<file path="src/rtl/squash_input_conditioner.sv">
// Button conditioner for solo_squash: synchronise, debounce and shape pause/new-game/up/down.
// Optional PAUSE_TOGGLE_EN: pause button toggles pause_n, and new game forces unpause.
module squash_input_conditioner #(
  parameter int DEBOUNCE_CYCLES = 250000,
  parameter int SYNC_STAGES     = 2
) (
  input  logic clk,
  input  logic reset,
  input  logic btn_pause_n,
  input  logic btn_new_game_n,
  input  logic btn_up_n,
  input  logic btn_down_n,
  output logic pause_n,
  output logic new_game_n,
  output logic up_key_n,
  output logic down_key_n
);

  localparam int CW = $clog2(DEBOUNCE_CYCLES);
  localparam logic [CW-1:0] CNT_MAX = CW'(DEBOUNCE_CYCLES - 1);

  // channel order: 0 pause, 1 new game, 2 up, 3 down
  logic [3:0] raw;
  logic [3:0] stable;

  assign raw = {btn_down_n, btn_up_n, btn_new_game_n, btn_pause_n};

  for (genvar i = 0; i < 4; i++) begin : g_ch
    logic [SYNC_STAGES-1:0] sync_q;
    logic [CW-1:0]          cnt_q;
    logic                   stb_q;
    logic                   sync;

    assign sync      = sync_q[SYNC_STAGES-1];
    assign stable[i] = stb_q;

    // any disagreement-free cycle restarts the count
    always_ff @(posedge clk) begin
      if (reset) begin
        sync_q <= '1;
        cnt_q  <= '0;
        stb_q  <= 1'b1;
      end else begin
        sync_q <= {sync_q[SYNC_STAGES-2:0], raw[i]};
        if (sync == stb_q) begin
          cnt_q <= '0;
        end else if (cnt_q == CNT_MAX) begin
          stb_q <= sync;
          cnt_q <= '0;
        end else begin
          cnt_q <= cnt_q + 1'b1;
        end
      end
    end
  end

  logic ng_prev_q;
  logic ng_press;
  logic both_held;

  assign ng_press  = ng_prev_q & ~stable[1];
  assign both_held = ~stable[2] & ~stable[3];

  always_ff @(posedge clk) begin
    if (reset) begin
      ng_prev_q  <= 1'b1;
      new_game_n <= 1'b1;
      up_key_n   <= 1'b1;
      down_key_n <= 1'b1;
    end else begin
      ng_prev_q  <= stable[1];
      new_game_n <= ~ng_press;
      up_key_n   <= stable[2] | both_held;
      down_key_n <= stable[3] | both_held;
    end
  end

`ifdef PAUSE_TOGGLE_EN
  logic p_prev_q;
  logic p_press;

  assign p_press = p_prev_q & ~stable[0];

  // new game wins over a coincident pause toggle
  always_ff @(posedge clk) begin
    if (reset) begin
      p_prev_q <= 1'b1;
      pause_n  <= 1'b1;
    end else begin
      p_prev_q <= stable[0];
      if (ng_press) begin
        pause_n <= 1'b1;
      end else if (p_press) begin
        pause_n <= ~pause_n;
      end
    end
  end
`else
  always_ff @(posedge clk) begin
    if (reset) begin
      pause_n <= 1'b1;
    end else begin
      pause_n <= stable[0];
    end
  end
`endif

endmodule

</file>
<file path="config.mk">
export PLATFORM = sky130hd
export DESIGN_NAME = squash_input_conditioner
export DESIGN_NICKNAME = d
export VERILOG_FILES = /design/src/rtl/squash_input_conditioner.sv
export SDC_FILE = /design/constraint.sdc
export NUM_CORES = 1
export LEC_CHECK = 0
export CELL_PAD_IN_SITES_DETAIL_PLACEMENT = 1
export CELL_PAD_IN_SITES_GLOBAL_PLACEMENT = 1
export CORE_ASPECT_RATIO = 0.6
export CORE_UTILIZATION = 47
export DETAILED_ROUTE_END_ITERATION = 8
export MAX_ROUTING_LAYER = met4
export PLACE_DENSITY = 0.77
export SLEW_MARGIN = 20
export SYNTH_ARGS = -nofsm -noshare
export SYNTH_HDL_FRONTEND = slang
export SYNTH_SLANG_ARGS = --single-unit
</file>
<file path="constraint.sdc">
create_clock -name clk -period 2.19 [get_ports clk]
set_input_delay 0.219 -clock clk [delete_from_list [all_inputs] [get_ports clk]]
set_output_delay 0.219 -clock clk [all_outputs]
set_load 0.02 [all_outputs]
</file>
==> results.md, run 1 <==
- Status: complete, no violations
- Final core occ: 57.70%
- Die width: 118.0 um
- CTS tree: built
- DR vias: around 3000
- Clock Skew: between 0.005 and 0.006 ns
- Drt total wl: around 8300 um
- Cts repair resizes: 0
- Sequential share of the synthesized area: 46.95%
- Worst reg2reg path endpoint: g_ch[3].stb_q
- Critical path arrival: roughly 2.2 ns
- Max transition margin: around 70%
- Die H: around 72 um
- Crit. End Element: flip-flop
- VDD IR max: 0.0003886 V
- Slew Limit Fails: 0
- Share of cells above drive strength 1: 8.784%
- Seq pwr share: 48.7%
- Num rows: 24
- Full die area: around 8400 um2
- Post-CTS Hold Fix Bufs: 0
- Tightest Hold Check Type: reg -> reg
- Cell Int Power: approximately 2.7 mW
- Hold WS: 0.3816 ns
- Combinational power share: ~1.4%
- Mapped Nets: ~430
- Crit Path Category: reg -> reg
- LEAKAGE: 1.309 nW
- Period Utilization, post-route: between 80% and 90%
- Gr usage total: 22.74%
- Worst Path Required: between 2 and 2.5 ns
- Area Overhead vs Synth: 14.61%
- Setup TNS Final: 0 ns
- Max Freq: 0.5099 GHz
- Clock power frac: between 40% and 50%
- 1st-pass router iterations: 4
- Nets@finish: approximately 450
- Unrepaired setup endpoints after global routing: no
- R2R setup slack: approximately 0.23 ns
- Global-route wire length before repair: around 15000 um
- Synthesized instance count: 423
- Crit-path max FO: 5
- Ant diodes: 0
- Finished Layout Cells: roughly 550
- Vias in the first global route: roughly 3000
- Sw Pwr: between 0.6 and 0.7 mW
- Max Buffers Root-to-Sink: 2
- Total CTS buffers: 9
- Worst min-delay path startpoint: ng_prev_q
- # DRC: 0
- Synth unique cells: 36
- CP startpoint kind: flip-flop
- Ys Warns: 0
- PwrDens: roughly 770 nW/um2
- CTS Sinks: about 90
- Actual slew at the worst max-slew pin: 0.4414 ns
- Iteration-0 DRC Markers: ~120
- Setup bufs post-CTS: 0
- Endpoint, Worst Hold: new_game_n
- Commonest non-fill, non-tap cell in the layout: dfxtp_1
- Routed len/inst: approximately 15 um
- DP HPWL: between 5000 and 6000 um
- Clock root cell: clkbuf_16
- Worst-path clk slew: approximately 0.060 ns
- Total grt overflow: 0
- Hold Crit Depth: 1
- Mean post-synth cell area: between 8 and 9 um2
- Final setup fails: 0
- GP Congestion: 0.7871
- Initial antenna violation count: 0
- H-Tree Depth: 3
- Max-cap viol count: 0
- Antenna-violating nets left: 0
- Initial Util: 50.35%
- # IOs: 10
- CORE AREA: 7537 um2
- Crit path time final: 1.961 ns
- Layout fillers: between 800 and 900
- Synthesized cell area: 3795 um2
- Fin. Hold Viols: 0
- Skew-Pair Late Insertion Delay: 0.34 ns
- R2R depth: 5
- Yosys reg bits: 89
- Commonest non-fill, non-tap cells in the layout: dfxtp_1 (89), nor2_1 (77), xnor2_1 (35)
- Port buffer count: 9
- Drt via density: 5.513
- Sw frac: a little under a fifth
- Crit Reg-Reg Startpoint: g_ch[3].cnt_q[0]
- Worst Setup SP: g_ch[3].cnt_q[0]
- Placed instance count: about 530
- Pin count of the biggest net entering global routing: 19
## synth_stat cells
master,instances,share of area (%)
nand2b_1,1,0.16
o21ai_2,2,0.46
clkbuf_2,1,0.13
and3_1,2,0.33
inv_1,11,1.1
buf_2,6,0.79
and2_1,2,0.33
dfxtp_1,89,47
xor2_1,24,5.5
o21ai_0,7,0.92
o31a_1,1,0.23
a21oi_1,9,1.2
mux2i_1,3,0.79
ha_1,4,1.3
or4_1,6,1.2
and4_1,7,1.6
nor4_1,22,3.6
nor2_1,77,7.6
o41ai_4,1,0.73
nand2_1,22,2.2
nand3_1,27,3.6
nand4_1,21,3.5
clkbuf_1,6,0.59
or3b_2,1,0.23
o41ai_2,1,0.43
buf_4,1,0.20
nand4_4,1,0.56
o31ai_1,2,0.40
nand4_2,1,0.33
nor4bb_1,2,0.53
nor3_1,11,1.5
or3_1,7,1.2
nor4b_1,1,0.23
xnor2_1,35,8.1
or2_2,8,1.3
or4_4,1,0.30
## through the flow
stage          power [mW]  setup WS, ns  cell area [um2]
3_5_place_dp        1.716        0.2434             4025
2_1_floorplan       1.694        0.3075             3795
4_1_cts             3.396        0.2324             4349
6_report            3.352        0.2290             4349
3_3_place_gp        1.714        0.3392             4025
5_1_grt             3.462        0.1120             4349
## how the worst max path moves through the flow
stage	endpoint	cells past startpoint
4_1_cts	g_ch[3].stb_q	5
3_5_place_dp	g_ch[3].stb_q	5
2_1_floorplan	g_ch[2].cnt_q[10]	7
3_3_place_gp	g_ch[3].stb_q	5
6_report	g_ch[3].stb_q	5
5_1_grt	g_ch[3].stb_q	5
## layer usage
layer / track usage, % / wire (um)
met1: 29.87 / 4277
met2: 34.12 / 3740
met3: 5.732 / 210
met4: 8.120 / 114
met5: - / 0
## state kept, by name, indices dropped and copies added, names as in the netlist
| signal | cells |
|---|---|
| g_ch.stb_q | 4 |
| g_ch.sync_q | 8 |
| up_key_n | 1 |
| pause_n | 1 |
| new_game_n | 1 |
| ng_prev_q | 1 |
| g_ch.cnt_q | 72 |
| down_key_n | 1 |
## critical path: stages, from the launching register on
cell     delay, ns
dfxtp_1       0.40
ha_1          0.26
nand3_1       0.11
or4_1         0.54
or4_1         0.43
o31a_1        0.11
## cell type report
| class | count | area, um2 | share of cell area (%) |
|---|---|---|---|
| clock inverters | 2 | 60.06 | 1.381 |
| flip-flops and latches | 89 | 1782 | 40.97 |
| inverters | 11 | 41.29 | 0.9494 |
| repair buffers | 19 | 165.2 | 3.797 |
| multi-input cells | 309 | 1907 | 43.84 |
| clock buffers | 14 | 264.0 | 6.070 |
| well taps | 104 | 130.1 | 2.992 |
## power by group through the flow
stage	clock [mW]	combinational (mW)	sequential [mW]
2_1_floorplan	0	0.0261	1.67
3_3_place_gp	0	0.0461	1.67
3_5_place_dp	0	0.0475	1.67
4_1_cts	1.72	0.0481	1.63
5_1_grt	1.78	0.0530	1.63
6_report	1.67	0.0475	1.63
## kinds of logic after synthesis
family	Yosys count	share of synthesized area [%]
and+or+nand+nor	220	30.17
DFF	89	46.95
xor gates and xnor gates	59	13.62
buffers and inverters	25	2.802
AOI/OAI and AO/OA	23	4.352
adders and majority gates	4	1.319
muxes	3	0.7913
Note: power is estimated with default switching activity, not from simulation.
==> inputs of run 2 (changes only) <==
Settings changed: REMOVE_ABC_BUFFERS from default to 1, SLEW_MARGIN 20 to default.
==> run 2 against run 1 <==
- flip-flop and latch count stayed put
- die area stayed put
- final cell count grew 0.36%
- clock power down 9.6%
- highest routed layer unchanged
==> results.md, run 2 (synthesized netlist as in run 1, its figures left out) <==
- Status: complete, no violations
- Total power: 3.192 mW (-4.8%)
- Slew Limit Fails: 0 (unchanged)
- Final setup fails: 0 (unchanged)
- Area Overhead vs Synth: 14.08%
- Max-cap viol count: 0 (unchanged)
- Period Utilization, post-route: 91.25% (+1.7 points)
- Total grt overflow: 0 (unchanged)
- Num rows: 24 (unchanged)
- VDD IR max: 0.0004211 V (+8.4%)
- Port buffer count: 9 (unchanged)
- Max Freq: 0.5004 GHz (-1.9%)
- Area used by multi-input combinational logic: 1907 um2 (unchanged)
- Post-CTS Hold Fix Bufs: 0 (unchanged)
- Unrepaired setup endpoints after global routing: no
- CTS tree: built
- Crit path time final: 1.998 ns (+0.03742 ns)
- Antenna-violating nets left: 0 (unchanged)
- PwrDens: 737.4 nW/um2 (-4.3%)
- Vias in the first global route: 3086 (+3.6%)
- Worst Path Required: 2.42 ns (about the same)
- Worst-path clk slew: 0.06 ns (about the same)
- Commonest non-fill, non-tap cells in the layout: dfxtp_1 (89), nor2_1 (77), xnor2_1 (35)
- DP HPWL: 6067 um (+4.4%)
- Initial Util: 50.35% (unchanged)
- Tightest Hold Check Type: reg -> reg
- H-Tree Depth: 3 (unchanged)
- Critical path arrival: 2.23 ns (+0.04 ns)
- Clock root cell: clkbuf_16
- Reg with most FFs: g_ch.cnt_q
- Commonest non-fill, non-tap cell in the layout: dfxtp_1
- CTS Sinks: 89 (unchanged)
- Setup bufs post-CTS: 0 (unchanged)
- LEAKAGE: 1.300 nW (-0.66%)
- Clock Skew: 0.004940 ns (-0.0003941 ns)
- Crit-path max FO: 14 (+9)
- Drt total wl: 8692 um (+4.2%)
- Max reg flops: 72 (unchanged)
- Share of cells above drive strength 1: 9.417% (+0.63 points)
- Ant diodes: 0 (unchanged)
- Global-route wire length before repair: 14940 um (+2.7%)
- Full die area: 8449 um2 (unchanged)
- Max Buffers Root-to-Sink: 2 (unchanged)
- 1st-pass router iterations: 4 (unchanged)
- Actual slew at the worst max-slew pin: 0.4981 ns (+0.05671 ns)
- Routed len/inst: 15.80 um (+3.8%)
- Max transition margin: 66.69% (-3.6 points)
- GP Congestion: 0.7967 (+1.2%)
- Crit Path Category: reg -> reg
- Iteration-0 DRC Markers: 217 (+76%)
- # DRC: 0 (unchanged)
- Place WS: 0.2248 ns (-0.01857 ns)
- Fin. Hold Viols: 0 (unchanged)
- Skew-Pair Late Insertion Delay: 0.34 ns (about the same)
- Drt via density: 5.485 (-0.50%)
- Setup TNS Final: 0 ns (unchanged)
- DR vias: 3017 (-0.13%)
- Initial antenna violation count: 0 (unchanged)
- CORE AREA: 7537 um2 (unchanged)
- Gr usage total: 23.10% (+0.35 points)
- Crit. End Element: flip-flop
- Regs by FF count: g_ch.cnt_q x72, g_ch.sync_q x8, g_ch.stb_q x4
- CP startpoint kind: flip-flop
- Layout fillers: 871 (+1.0%)
- Cts repair resizes: 0 (unchanged)
- Pin count of the biggest net entering global routing: 16 (-3)
- Total CTS buffers: 9 (unchanged)
- # IOs: 10 (unchanged)
- Register area: 1782 um2 (unchanged)
- Die width: 118.0 um (unchanged)
- Die H: 71.60 um (unchanged)
- Nets@finish: 451 (+0.45%)
- PnR worst setup slack: 0.1916 ns (-0.03742 ns)
[run 2: final timing paths]
kind              slack [ns]        startpoint          endpoint  cells past startpoint
setup / recovery        0.19  g_ch[3].cnt_q[0]  g_ch[3].cnt_q[9]                      6
hold reg to reg         0.37         ng_prev_q        new_game_n                      1
hold / removal          0.37         ng_prev_q        new_game_n                      1
setup reg to reg        0.19  g_ch[3].cnt_q[0]  g_ch[3].cnt_q[9]                      6
[run 2: per-layer routing]
layer / global-route usage (%) / wire (um)
met1: 29.28 / 4315
met2: 36.80 / 3961
met3: 5.892 / 303
met4: 6.410 / 112
met5: - / 0
[run 2: critical path, stage by stage (launching register included)]
cell and delay, ns:
dfxtp_1 0.41, ha_1 0.27, nand3_1 0.12, or4_1 0.56, o21ai_2 0.22, buf_4 0.24, nor2_1 0.08
[run 2: power by group]
group | internal [mW] | total (mW) | leakage [nW] | switching (mW)
Combinational | 0.0234 | 0.0473 | 0.441 | 0.0239
Sequential | 1.63 | 1.63 | 0.719 | 0.00563
Clock | 0.883 | 1.51 | 0.139 | 0.629
[run 2: layout make-up]
class / instances / share of cell area [%]
multi-input cells: 309 / 44.05
clock buffers: 11 / 5.376
well taps: 104 / 3.006
repair buffers: 21 / 4.162
clock inverters: 5 / 1.301
inverters: 11 / 0.9538
flip-flops and latches: 89 / 41.16
[run 2: metrics by stage]
stage	cells	util [%]	instance area (um2)	hold slack (ns)
floorplan	409	-	3730	0.2964
global placement	534	53.60	4040	0.3701
CTS	550	57.44	4329	0.3705
finish	550	57.44	4329	0.3650
detailed placement	534	53.60	4040	0.3559
global route	550	57.44	4329	0.3756
